$ cat config.mk
export PLATFORM = sky130hd
export DESIGN_NAME = map_fwd_sched
export DESIGN_NICKNAME = d
export VERILOG_FILES = /design/src/rtl/map_fwd_sched.sv
export SDC_FILE = /design/constraint.sdc
export NUM_CORES = 1
export LEC_CHECK = 0
export CORE_MARGIN = 5
export CORE_UTILIZATION = 45
export CTS_BUF_LIST = sky130_fd_sc_hd__clkbuf_2 sky130_fd_sc_hd__clkbuf_4 sky130_fd_sc_hd__clkbuf_8
export CTS_CLUSTER_SIZE = 12
export DETAILED_ROUTE_END_ITERATION = 10
export PLACE_DENSITY_LB_ADDON = 0.1
export SLEW_MARGIN = 20
export SYNTH_ARGS = -nofsm -noshare
export SYNTH_HDL_FRONTEND = slang
export SYNTH_SLANG_ARGS = --single-unit
$ cat constraint.sdc
create_clock -name clk -period 3.83 [get_ports clk]
set_clock_uncertainty 0.2 [all_clocks]
set_input_delay 0.5745 -clock clk [delete_from_list [all_inputs] [get_ports clk]]
set_output_delay 0.5745 -clock clk [all_outputs]
set_load 0.01 [all_outputs]
$ cat src/rtl/map_fwd_sched.sv
// Forward-recursion step scheduler for the MAP decoder: walks trellis steps window by
// window, hands completed windows to the backward side, and throttles on alpha-buffer credits.
module map_fwd_sched #(
    parameter int WIN_LEN   = 4,
    parameter int NUM_WIN   = 3,
    parameter int MAX_AHEAD = 2,
    parameter int AW        = 4
) (
    input  logic          clk,
    input  logic          rst,
    input  logic          start,
    input  logic          abort,
    input  logic          step_ready,
    input  logic          bck_win_ack,
    output logic          step_valid,
    output logic [3:0]    step_idx,
    output logic [3:0]    win_idx,
    output logic [AW-1:0] alpha_waddr,
    output logic          init_alpha,
    output logic          win_done,
    output logic [1:0]    ahead_cnt,
    output logic          busy,
    output logic          done
);

    typedef enum logic [1:0] {IDLE, RUN, WAIT_BUF, DRAIN} state_t;

    localparam logic [3:0]    STEP_LAST = 4'(WIN_LEN - 1);
    localparam logic [3:0]    WIN_LAST  = 4'(NUM_WIN - 1);
    localparam logic [1:0]    AHEAD_MAX = 2'(MAX_AHEAD);
    localparam logic [AW-1:0] BASE_STEP = AW'(WIN_LEN);
    localparam logic [AW-1:0] BASE_LAST = AW'((MAX_AHEAD - 1) * WIN_LEN);

    state_t        state, state_nxt;
    logic [3:0]    step_nxt, win_nxt;
    logic [1:0]    ahead_nxt;
    logic [AW-1:0] base, base_nxt;
    logic          win_done_nxt, done_nxt;
    logic          accept, last_step, last_win, win_complete, ack_eff;

    assign accept       = (state == RUN) && step_ready;
    assign last_step    = (step_idx == STEP_LAST);
    assign last_win     = (win_idx == WIN_LAST);
    assign win_complete = accept && last_step;
    assign ack_eff      = bck_win_ack && (ahead_cnt != 2'd0);

    // NOTE: sequential state uses non-blocking assignments so every register samples
    // the pre-edge values of the others, independent of statement order.
    always_ff @(posedge clk or negedge rst) begin
        if (!rst) begin
            state     <= IDLE;
            step_idx  <= '0;
            win_idx   <= '0;
            base      <= '0;
            ahead_cnt <= '0;
            win_done  <= 1'b0;
            done      <= 1'b0;
        end else begin
            state     <= state_nxt;
            step_idx  <= step_nxt;
            win_idx   <= win_nxt;
            base      <= base_nxt;
            ahead_cnt <= ahead_nxt;
            win_done  <= win_done_nxt;
            done      <= done_nxt;
        end
    end

    // NOTE: every signal gets a default before the case so no path leaves one unassigned,
    // which would otherwise infer a latch.
    always_comb begin
        state_nxt    = state;
        step_nxt     = step_idx;
        win_nxt      = win_idx;
        base_nxt     = base;
        win_done_nxt = 1'b0;
        done_nxt     = 1'b0;
        ahead_nxt    = ahead_cnt + {1'b0, win_complete} - {1'b0, ack_eff};

        if (abort) begin
            state_nxt = IDLE;
            step_nxt  = '0;
            win_nxt   = '0;
            base_nxt  = '0;
            ahead_nxt = '0;
        end else begin
            unique case (state)
                IDLE: begin
                    if (start) begin
                        state_nxt = RUN;
                        step_nxt  = '0;
                        win_nxt   = '0;
                        base_nxt  = '0;
                    end
                end
                RUN: begin
                    if (accept) begin
                        if (last_step) begin
                            step_nxt     = '0;
                            win_nxt      = win_idx + 4'd1;
                            // Slot base walks 0, WIN_LEN, ... and wraps after the last buffer slot.
                            base_nxt     = (base == BASE_LAST) ? '0 : base + BASE_STEP;
                            win_done_nxt = 1'b1;
                            if (last_win)
                                state_nxt = DRAIN;
                            else if (ahead_nxt >= AHEAD_MAX)
                                state_nxt = WAIT_BUF;
                        end else begin
                            step_nxt = step_idx + 4'd1;
                        end
                    end
                end
                WAIT_BUF: begin
                    if (ahead_nxt < AHEAD_MAX)
                        state_nxt = RUN;
                end
                DRAIN: begin
                    if (ahead_nxt == 2'd0) begin
                        state_nxt = IDLE;
                        done_nxt  = 1'b1;
                        win_nxt   = '0;
                        base_nxt  = '0;
                    end
                end
                default: state_nxt = IDLE;
            endcase
        end
    end

    always_comb begin
        step_valid  = (state == RUN);
        busy        = (state != IDLE);
        init_alpha  = step_valid && (step_idx == 4'd0) && (win_idx == 4'd0);
        alpha_waddr = base + AW'(step_idx);
    end

endmodule
**Yosys cells after proc, flatten, opt, wreduce, memory -nomap -nowiden**

Index checks and enable logic that the tools add are counted.

- Register bits after elaboration: 18
- Input port bits: 6
- Output and inout port bits: 19

- Add/subtract/negate cells: 6
- Order comparisons: 2
- Eq/ne operators: 12
- Multiplexer cells: 32
- Reductions and logical operators: 16

Operator list:

| operator | number |
|---|---|
| $mux W4 | 12 |
| $pmux W4 S3 | 2 |
| $mux W2 | 9 |
| $ne A3 B3 Y1 const B | 3 |
| $add A4 B1 Y4 const B | 2 |
| $eq A4 B2 Y1 const B | 2 |
| $logic_not A4 Y1 | 2 |
| $pmux W2 S4 | 1 |
| $pmux W4 S2 | 1 |
| $mux W1 | 7 |
| $ne A3 B2 Y1 const B | 2 |
| $reduce_and A6 Y1 | 1 |
| $logic_and A1 B1 Y1 | 5 |
| $reduce_and A5 Y1 | 1 |
| $add A4 B3 Y4 const B | 1 |
| $add A4 B4 Y4 | 1 |
| $eq A2 B2 Y1 const B | 2 |
| $eq A4 B3 Y1 const B | 1 |
| $logic_not A2 Y1 | 2 |
| $ne A4 B2 Y1 const B | 1 |
| $reduce_bool A2 Y1 | 2 |
| $reduce_bool A4 Y1 | 1 |
| $reduce_and A3 Y1 | 1 |
| $reduce_bool A3 Y1 | 1 |
| other kinds (5) | 5 |

**Logic depth before layout (Yosys ltp)**

Gate-level depths: netlist of the first run.

- Depth in word-level cells: 12
- Depth in mapped cells: 12

**Worst setup path after synthesis of the first run**

OpenSTA, ideal clock, no wires.

- Path type: register to register
- Start point: register state[1]
- End point: register state[0]
- Arrival time: 2.671 ns
- Path slack: 0.831 ns
- Cell stages (with the launch flop): 13
- Path buffers: 1
- Path through: dfrtp_1 -> inv_1 -> ha_1 -> buf_2 -> nand4_1 -> ha_1 -> inv_1 -> ha_1 -> xor2_1 -> xnor2_1 -> mux2_2 -> a21oi_2 -> mux2_1

- Cells in the longest elaborated chain, start to end: 8

RTL lines:

| element | line | RTL |
|---|---|---|
| start: declaration | 34 | `state_t state, state_nxt;` |
| start signal: assignment | 59 | `state <= state_nxt;` |
| $eq A2 B1 Y1 * | n/a |  |
| named net step_valid | 15 | `output logic step_valid,` |
| $logic_and A1 B1 Y1 | 41 | `assign accept = (state == RUN) && step_ready;` |
| $logic_and A1 B1 Y1 | 44 | `assign win_complete = accept && last_step;` |
| $add A2 B1 Y2 | 78 | `ahead_nxt = ahead_cnt + {1'b0, win_complete} - {1'b0, ack_eff};` |
| $sub A2 B1 Y2 | 78 |  |
| $ge A2 B2 Y1 (tied with other cells) | 106 | `else if (ahead_nxt >= AHEAD_MAX)` |
| $ne A4 B2 Y1 (no line) or $ne A3 B3 Y1 (tied branches) | n/a |  |
| $reduce_and A6 Y1 (no line) | n/a |  |

Mark *: on every way through the listed nets, which the timed path passes. The rest lies on a longest branch.
A chain may end at the register's enable or synchronous reset.

**Worst setup path after layout of the first run**

- Start point: register state[1]
- End point: register state[0]

- Cells in the longest elaborated chain, start to end: 8

RTL lines:

| element | line |
|---|---|
| $eq A2 B1 Y1 | 41, 87 |
| $logic_and A1 B1 Y1 | 41 |
| $logic_and A1 B1 Y1 | 44 |
| $add A2 B1 Y2 | 78 |
| $sub A2 B1 Y2 | 78 |
| $ge A2 B2 Y1 (tied with other cells) | 106 |
| $ne A4 B2 Y1 (no line) or $ne A3 B3 Y1 (tied branches) | n/a |
| $reduce_and A6 Y1 (no line) | n/a |

Parallel ways exist; a longest one is shown, timed or not.

==> results, run 1 <==
- The area enclosed by the die boundary is 3460 µm².
- The number of library cell types mapped by synthesis is 39.
- The region available for standard cell placement spans 2230 µm².
- The first-pass GRT wire length is 3.76 mm.
- From bottom edge to top edge, the die measures 58.8 µm.
- The number of gates given a new drive strength after cts is 0.
- The overall die width is 58.8 µm.
- The DRC violations left is 0.
- The via count of the first global-routing pass is 837.
- The count of final setup violators is 0.
- Counting flops and latches in the post-synthesis netlist gives 16.
- At the pin with the least slew margin, the transition time is 0.747 ns.
- The number of pins with negative max-slew slack in the final report is 0.
- The number of antenna diodes is 0.
- The post-synthesis cell area is 1070 µm².
- The post-route clock period utilization is 84.1%.
- The worst vdd rail ir drop is 366 µV.
- The category of the critical setup timing path is reg2reg.
- After global routing the overflow that remains totals 0.
- The total of warnings raised by yosys is 0.
- The clock tree root buffer cell is sky130_fd_sc_hd__clkbuf_4.
- In this run the power spent charging and discharging nets is 282 µW.
- The clock network accounts for 12.2% of the total power.
- In this run the worst path has a maximum fanout of 12.
- The switching power share of the total is 39.5%.
- The worst-skew pair later-pin latency is 0.28 ns.
- The least setup slack across all paths after layout is 0.609 ns.
- The endpoint kind of the worst setup timing path is a register.
- The number of buffers between clock root and the deepest sink is 2.
- The count of boundary I/O pins is 25.
- The initialized floorplan defines 17 standard-cell rows.
- Sequential cells burn 33.2% of the power.
- The final weighted congestion of routability-driven global placement is 0.727.
- The power density of the placed cells is 537 nW/µm².
- The max-cap violation count is 0.
- The number of antenna violations at the first check in global routing is 0.
- The detailed-route wire length on metal 1 is 1.05 mm.
- The share of the Yosys chip area taken by registers is 37.3%.
- The signal on the critical path passes through inv_1 -> ha_1 -> nand4_1 -> ha_1 -> inv_1 -> ha_1 -> xor2_1 -> xnor2_1 -> mux2_2 -> a21oi_2 -> mux2_1.
- The buffer count from post-CTS setup fixing is 0.
- The fraction of layout instances using a drive strength above 1 is 8.53%.
- After routing, the total negative slack on setup checks comes to 0 ns.
- Relative to the synthesized area, the layout overhead comes to 24.0%.
- The final HPWL from detailed placement is 1.72 mm.
- The maximum clock frequency is 310 MHz.
- Before antenna repair, the detailed router went through 4 iterations.
- In this run, the number of DRC markers left after iteration 0 of detailed routing was 5.
- Counting every sink on the clock net gives 16.
- The total wire length is 2.19 mm.
- The core utilization of the finished layout is 59.6%.
- The pin count of the biggest net entering global routing is 17.
- After the last flow step, the layout net total stands at 149.
- Fill cells in the final layout number 215.
- The number of buffers inserted during clock tree synthesis is 3.
- The average vias per placed instance is 5.33.
- The met2 wire length is 1.00 mm.
- The TritonCTS clock tree is yes.
- The level count of the clock H-tree is 1.
- The number of hold-slack violations in the final timing report is 0.
- The post-route minimum period is 3.22 ns.
- In the final routed layout, each cell accounts on average for 13.9 µm.
- The reported leakage power is 0.633 nW.
- For this design, the slowest cell found on the critical path is sky130_fd_sc_hd__dfrtp_1.
- The most used cell along the critical path is sky130_fd_sc_hd__ha_1.
- The tightest min-delay check is of the reg2reg type.
- After clock tree synthesis, the clock-pin slew on the worst setup and hold paths is 0.09 ns.
- Synthesis handed over a netlist of 108 instances.
- The detailed router used layers up to and including met4.
- The arrival time of the worst setup path is 3.19 ns.
- The net count of the mapped netlist is 126.
- The nature of the critical path startpoint is a register.
- The starting density of the core is 48.0%.
- Across the whole layout, storage elements account for 400 µm².
- The flow ran to the end, and the final reports show no timing, DRC or antenna violations.
- The internal power of the cells totals 432 µW.
- Input and output buffers added on the ports amount to 24.
- The total routing usage reported by global routing is 14.2%.
- Summed over all nets, wire length on met3 after detailed routing comes to 117 µm.
- Setup repair after global routing left no endpoint under its margin.
- The post-cts hold buffer count is 0.
- A synthesized cell averages 9.93 µm².
- The area occupied by multi-input gates is 598 µm².
- The detail route stage leaves a number of antenna-violating nets equal to 0.
- Of the total power, combinational logic draws 54.6%.
- Prior to clock tree synthesis, the placed netlist has a worst setup slack of 0.465 ns.
- Data on the critical path is required at its endpoint by 3.80 ns.
- The highest cell delay on the worst timing path is 0.41 ns.
- The worst pin sits at a relative slew slack of 50.0%.
- The final route contains 837 vias.
cells by family after synthesis:
family	Yosys count	share of synthesized area (%)
AOI/OAI and AO/OA	18	12.3
DFF	16	37.3
xor gates and xnor gates	5	5.48
and+or+nand+nor	37	18.9
buffers and inverters	15	6.88
muxes	5	5.13
adders and majority gates	12	14.0
power by group through the flow:
stage	Combinational (mW)	Clock, mW	Sequential [mW]
2_1_floorplan	0.248	0	0.240
3_3_place_gp	0.388	0	0.238
3_5_place_dp	0.392	0	0.241
4_1_cts	0.395	0.0916	0.237
5_1_grt	0.442	0.0980	0.245
6_report	0.390	0.0872	0.237
cells in the final DEF (no fill, tap or decap), types with 3 or more instances in the layout:
cell type / instances
sky130_fd_sc_hd__nor2b_1: 5
sky130_fd_sc_hd__inv_1: 9
sky130_fd_sc_hd__dfrtp_1: 16
sky130_fd_sc_hd__clkbuf_4: 3
sky130_fd_sc_hd__nand3_1: 3
sky130_fd_sc_hd__ha_1: 12
sky130_fd_sc_hd__xnor2_1: 3
sky130_fd_sc_hd__mux2_2: 3
sky130_fd_sc_hd__o21ai_0: 3
sky130_fd_sc_hd__nand2_1: 8
sky130_fd_sc_hd__clkdlybuf4s50_1: 24
sky130_fd_sc_hd__nor3_1: 3
sky130_fd_sc_hd__nor2_1: 8
sequential cells by signal (all words and copies together) (netlist names):
register   cells
step_idx       4
win_idx        4
ahead_cnt      2
base           2
state          2
done           1
win_done       1
metal layers:
metal,up-vias,global-route usage [%]
met4,0,5.83
met3,2,2.41
met1,406,19.4
met5,-,0
li1,411,-
met2,18,22.1
per-stage QoR:
| stage | std cells | power (mW) | cell area, µm² | hold slack (ns) |
|---|---|---|---|---|
| 6_report | 157 | 0.714 | 1330 | 0.333 |
| 5_1_grt | 157 | 0.785 | 1330 | 0.340 |
| 4_1_cts | 157 | 0.723 | 1330 | 0.330 |
| 3_5_place_dp | 154 | 0.633 | 1310 | 0.310 |
| 3_3_place_gp | 154 | 0.626 | 1310 | 0.304 |
| 2_1_floorplan | 108 | 0.488 | 1070 | 0.0789 |
cell type report:
class,count,area share [%]
multi-input cells,77,45.0
well taps,28,2.63
flip-flops and latches,16,30.1
clock buffers,3,1.69
inverters,9,2.54
repair buffers,24,18.1
path summary, 6_finish.rpt:
path                               start           to  slack, ns  cells past startpoint
max in group asynchronous            rst   win_idx[3]       2.44                      1
worst min register to register   base[3]      base[3]       0.33                      1
worst max register to register  state[1]     state[0]       0.61                     11
worst min-delay path             base[3]      base[3]       0.33                      1
min in group asynchronous            rst  step_idx[3]       0.53                      1
worst max-delay path            state[1]     state[0]       0.61                     11
critical path: cells and delay by family (launching register included):
kind	cells	cell delay [ns]
adders and majority gates	3	0.92
buffers and inverters	2	0.14
AOI/OAI and AO/OA	1	0.18
and+or+nand+nor	1	0.19
xor gates and xnor gates	2	0.37
DFF	1	0.41
muxes	2	0.70
cells in the mapped netlist (all sizes together):
cell type,instances,area [µm²]
mux2i,1,10.0
or3b,1,11.3
nand2,8,30.0
a21boi,1,7.51
xor3,1,23.8
nor3,3,15.0
mux2,4,45.0
o21a,2,15.0
a21oi,4,27.5
a31oi,1,6.26
nor2b,5,31.3
nand2b,2,12.5
dfrtp,16,400
a211o,2,17.5
o31a,1,8.76
a211oi,1,12.5
and3,1,6.26
nor4b,2,23.8
a22o,1,8.76
clkbuf,1,3.75
xor2,1,8.76
nand3,3,15.0
buf,5,36.3
nor2,8,30.0
inv,9,33.8
nor4,1,6.26
or4,1,7.51
nand4,1,6.26
o21ai,4,20.0
ha,12,150
xnor2,3,26.3
nor3b,1,7.51
a21o,1,7.51
Power figures use the tool's default switching activity.
==> run 2: changes to the inputs <==
==> constraint.sdc (replaced) <==
create_clock -name clk -period 2.9 [get_ports clk]
set_clock_uncertainty 0.2 [all_clocks]
set_input_delay 0.435 -clock clk [delete_from_list [all_inputs] [get_ports clk]]
set_output_delay 0.435 -clock clk [all_outputs]
set_load 0.01 [all_outputs]
==> results, run 2 (same netlist as run 1, synthesis figures left out) <==
- STA classifies the critical path startpoint as a primary input.
- The number of fill cells is 181.
- The level count of the clock H-tree is 1.
- The maximum clock frequency is 358 MHz.
- In this run the worst setup path terminates at state[0].
- The number of I/O port buffers is 24.
- The startpoint identified for the worst hold timing path is base[3].
- The number of antenna diodes in the final layout is 0.
- The die covers 3460 µm².
- The post-cts hold buffer count is 0.
- The initialized floorplan defines 17 standard-cell rows.
- The number of antenna violations at the first check in global routing came to 0.
- The routed design has 2.31 mm of wire.
- Setup total negative slack on the finished layout was measured at 0 ns.
- The startpoint identified for the worst register-to-register timing path is state[1].
- Data arrives at the worst endpoint at 2.77 ns.
- The die is 58.8 µm wide.
- Summed over all cells, the static leakage comes to 0.711 nW.
- The number of clock buffers added by TritonCTS is 3.
- Across every metal layer, demand over resource in global routing totals 14.6%.
- The number of hold-slack violations in the final timing report is 0.
- In the layout the commonest cells are sky130_fd_sc_hd__clkdlybuf4s50_1, sky130_fd_sc_hd__dfrtp_1, sky130_fd_sc_hd__buf_4, sky130_fd_sc_hd__ha_1.
- In the routed design, unresolved DRC markers number 0.
- The worst-path maximum fanout is 5.
- The first-pass detailed-route iteration total is 4.
- In this run the worst hold path is classified as reg2reg.
- The number of pins with negative max-slew slack in the final report was 0.
- The TritonCTS clock tree is yes.
- The most common cell after layout, fill and taps aside is sky130_fd_sc_hd__clkdlybuf4s50_1.
- The run finished with clean final reports.
- The tree is rooted in a sky130_fd_sc_hd__clkbuf_4.
- The transition at the pin with the smallest max-transition slack is 0.739 ns.
- The via count of the first global-routing pass is 853.
- Counting cells, the worst reg-to-reg path comes to 12.
- The worst-skew pair later-pin latency is 0.29 ns.
- The cell depth of the worst min-delay path is 1.
- In the finished design, the share of the clock period the worst path needs comes to 96.2%.
- Setup repair after global routing left no endpoint under its margin.
- Headroom to the max-slew limit came out at 50.6%.
- The clock transition at the register clock pins on the worst setup and hold paths after CTS is 0.10 ns.
- The total clock sinks is 16.
- The area added between synthesis and finish is 41.7%.
- The worst setup path is of the in2reg kind.
- The worst register-to-register path ends at state[0].
- The worst-case setup slack after placement is -0.321 ns.
- The residual overflow from global routing is 0.
- After legalization and detailed placement, the total HPWL measured 1.78 mm.
- The number of antenna-violating nets in the routed design is 0.
- The endpoint kind of the worst setup timing path is a register.
- The clock passes through at most 2 buffers.
- The count of final setup violators is 0.
- The largest registers in the layout are step_idx: 4 flops, win_idx: 4 flops.
- The pin count of the biggest net entering global routing is 17.
- The routed design could run at a clock period as short as 2.79 ns.
- The net count of the finished layout is 162.
- The source of the critical timing path is step_ready.
- The floorplan core area is 2230 µm².
- Of the cells placed in the final design, the portion with a size suffix greater than 1 is 23.8%.
- After the first detailed-routing iteration, the DRC count stood at 14.
- The first-pass GRT wire length is 3.84 mm.
- The die height is 58.8 µm.
- The worst vdd rail ir drop is 583 µV.
- For the worst setup path, the data required time is 2.88 ns.
- The total power of the final layout is 1.11 mW.
- The starting density of the core is 48.0%.
- Across all setup checks in the final design, the least slack found is 0.110 ns.
- The average vias per placed instance is 5.05.
- The detailed-route via count is 864.
- The final weighted congestion of routability-driven global placement is 0.753.
- The max-cap violation count is 0.
- In this run the power density over the cells is 730 nW/µm².
- The detailed-route wire length per cell is 13.5 µm.
- The setup slack of the most critical reg-to-reg path is 0.15 ns.
- During I/O placement, the number of pins put on the boundary was 25.
[run 2: cell count changes in the layout (fill, tap and decap cells not counted), moves of 2 or more]
cell	change
sky130_fd_sc_hd__ha_4	+2
sky130_fd_sc_hd__inv_1	-2
sky130_fd_sc_hd__a21oi_4	+2
sky130_fd_sc_hd__a21oi_2	-2
sky130_fd_sc_hd__buf_4	+13
sky130_fd_sc_hd__inv_2	+2
sky130_fd_sc_hd__mux2_4	+2
sky130_fd_sc_hd__ha_1	-3
[run 2: where the power goes]
group,switching (mW),internal (mW),leakage (nW)
Combinational,0.301,0.346,0.471
Sequential,0.0453,0.264,0.219
Clock,0.0766,0.0765,0.0210
[run 2: worst min path at each step]
stage              endpoint
2_1_floorplan  ahead_cnt[0]
3_3_place_gp        base[3]
3_5_place_dp        base[3]
4_1_cts             base[3]
5_1_grt             base[3]
6_report            base[3]
[run 2: layer usage]
metal / vias up / GRT usage, % / part of all wire, %
li1: 439 / - / -
met1: 400 / 19.5 / 47
met2: 21 / 23.3 / 46
met3: 4 / 2.41 / 4.9
met4: 0 / 5.83 / 1.3
met5: - / 0 / 0
[run 2: area by class of cell]
| type | instances | area (µm²) | area share, % |
|---|---|---|---|
| multi-input combinational | 77 | 676 | 44.5 |
| tap | 28 | 35.0 | 2.31 |
| inverter | 9 | 33.8 | 2.22 |
| timing repair buffer | 37 | 338 | 22.2 |
| clock buffer | 4 | 36.3 | 2.39 |
| sequential | 16 | 400 | 26.4 |
[run 2: repair_timing]
item	4_1_cts	5_1_grt
buffers inserted	0	2
gates resized for setup	0	12
endpoints found under the setup margin	1	6
pin swaps	1	5
[run 2: metrics by stage]
step / instances / hold slack [ns] / utilization (%) / area [µm²]
floorplan: 108 / -0.0606 / - / 1090
global placement: 165 / 0.300 / 62.8 / 1400
detailed placement: 165 / 0.303 / 62.8 / 1400
CTS: 169 / 0.329 / 64.4 / 1440
global route: 171 / 0.364 / 68.0 / 1520
finish: 171 / 0.327 / 68.0 / 1520
[run 2: critical path, stage by stage]
cell                              delay (ns)
sky130_fd_sc_hd__clkdlybuf4s50_1        0.50
sky130_fd_sc_hd__nand4_1                0.14
sky130_fd_sc_hd__ha_1                   0.32
sky130_fd_sc_hd__inv_2                  0.06
sky130_fd_sc_hd__ha_4                   0.13
sky130_fd_sc_hd__buf_4                  0.10
sky130_fd_sc_hd__xor3_1                 0.24
sky130_fd_sc_hd__o21ai_2                0.25
sky130_fd_sc_hd__a21oi_4                0.12
sky130_fd_sc_hd__a21oi_4                0.15
sky130_fd_sc_hd__mux2_4                 0.31
==> run 3: changes to the inputs <==
--- a/config.mk
+++ b/config.mk
@@ -10,6 +10,7 @@
 export CTS_BUF_LIST = sky130_fd_sc_hd__clkbuf_2 sky130_fd_sc_hd__clkbuf_4 sky130_fd_sc_hd__clkbuf_8
 export CTS_CLUSTER_SIZE = 12
 export DETAILED_ROUTE_END_ITERATION = 10
+export GPL_ROUTABILITY_DRIVEN = 0
 export PLACE_DENSITY_LB_ADDON = 0.1
 export SLEW_MARGIN = 20
 export SYNTH_ARGS = -nofsm -noshare
==> results of run 3 <==
The final DEF is identical to that of run 2; final timing and power are the same.
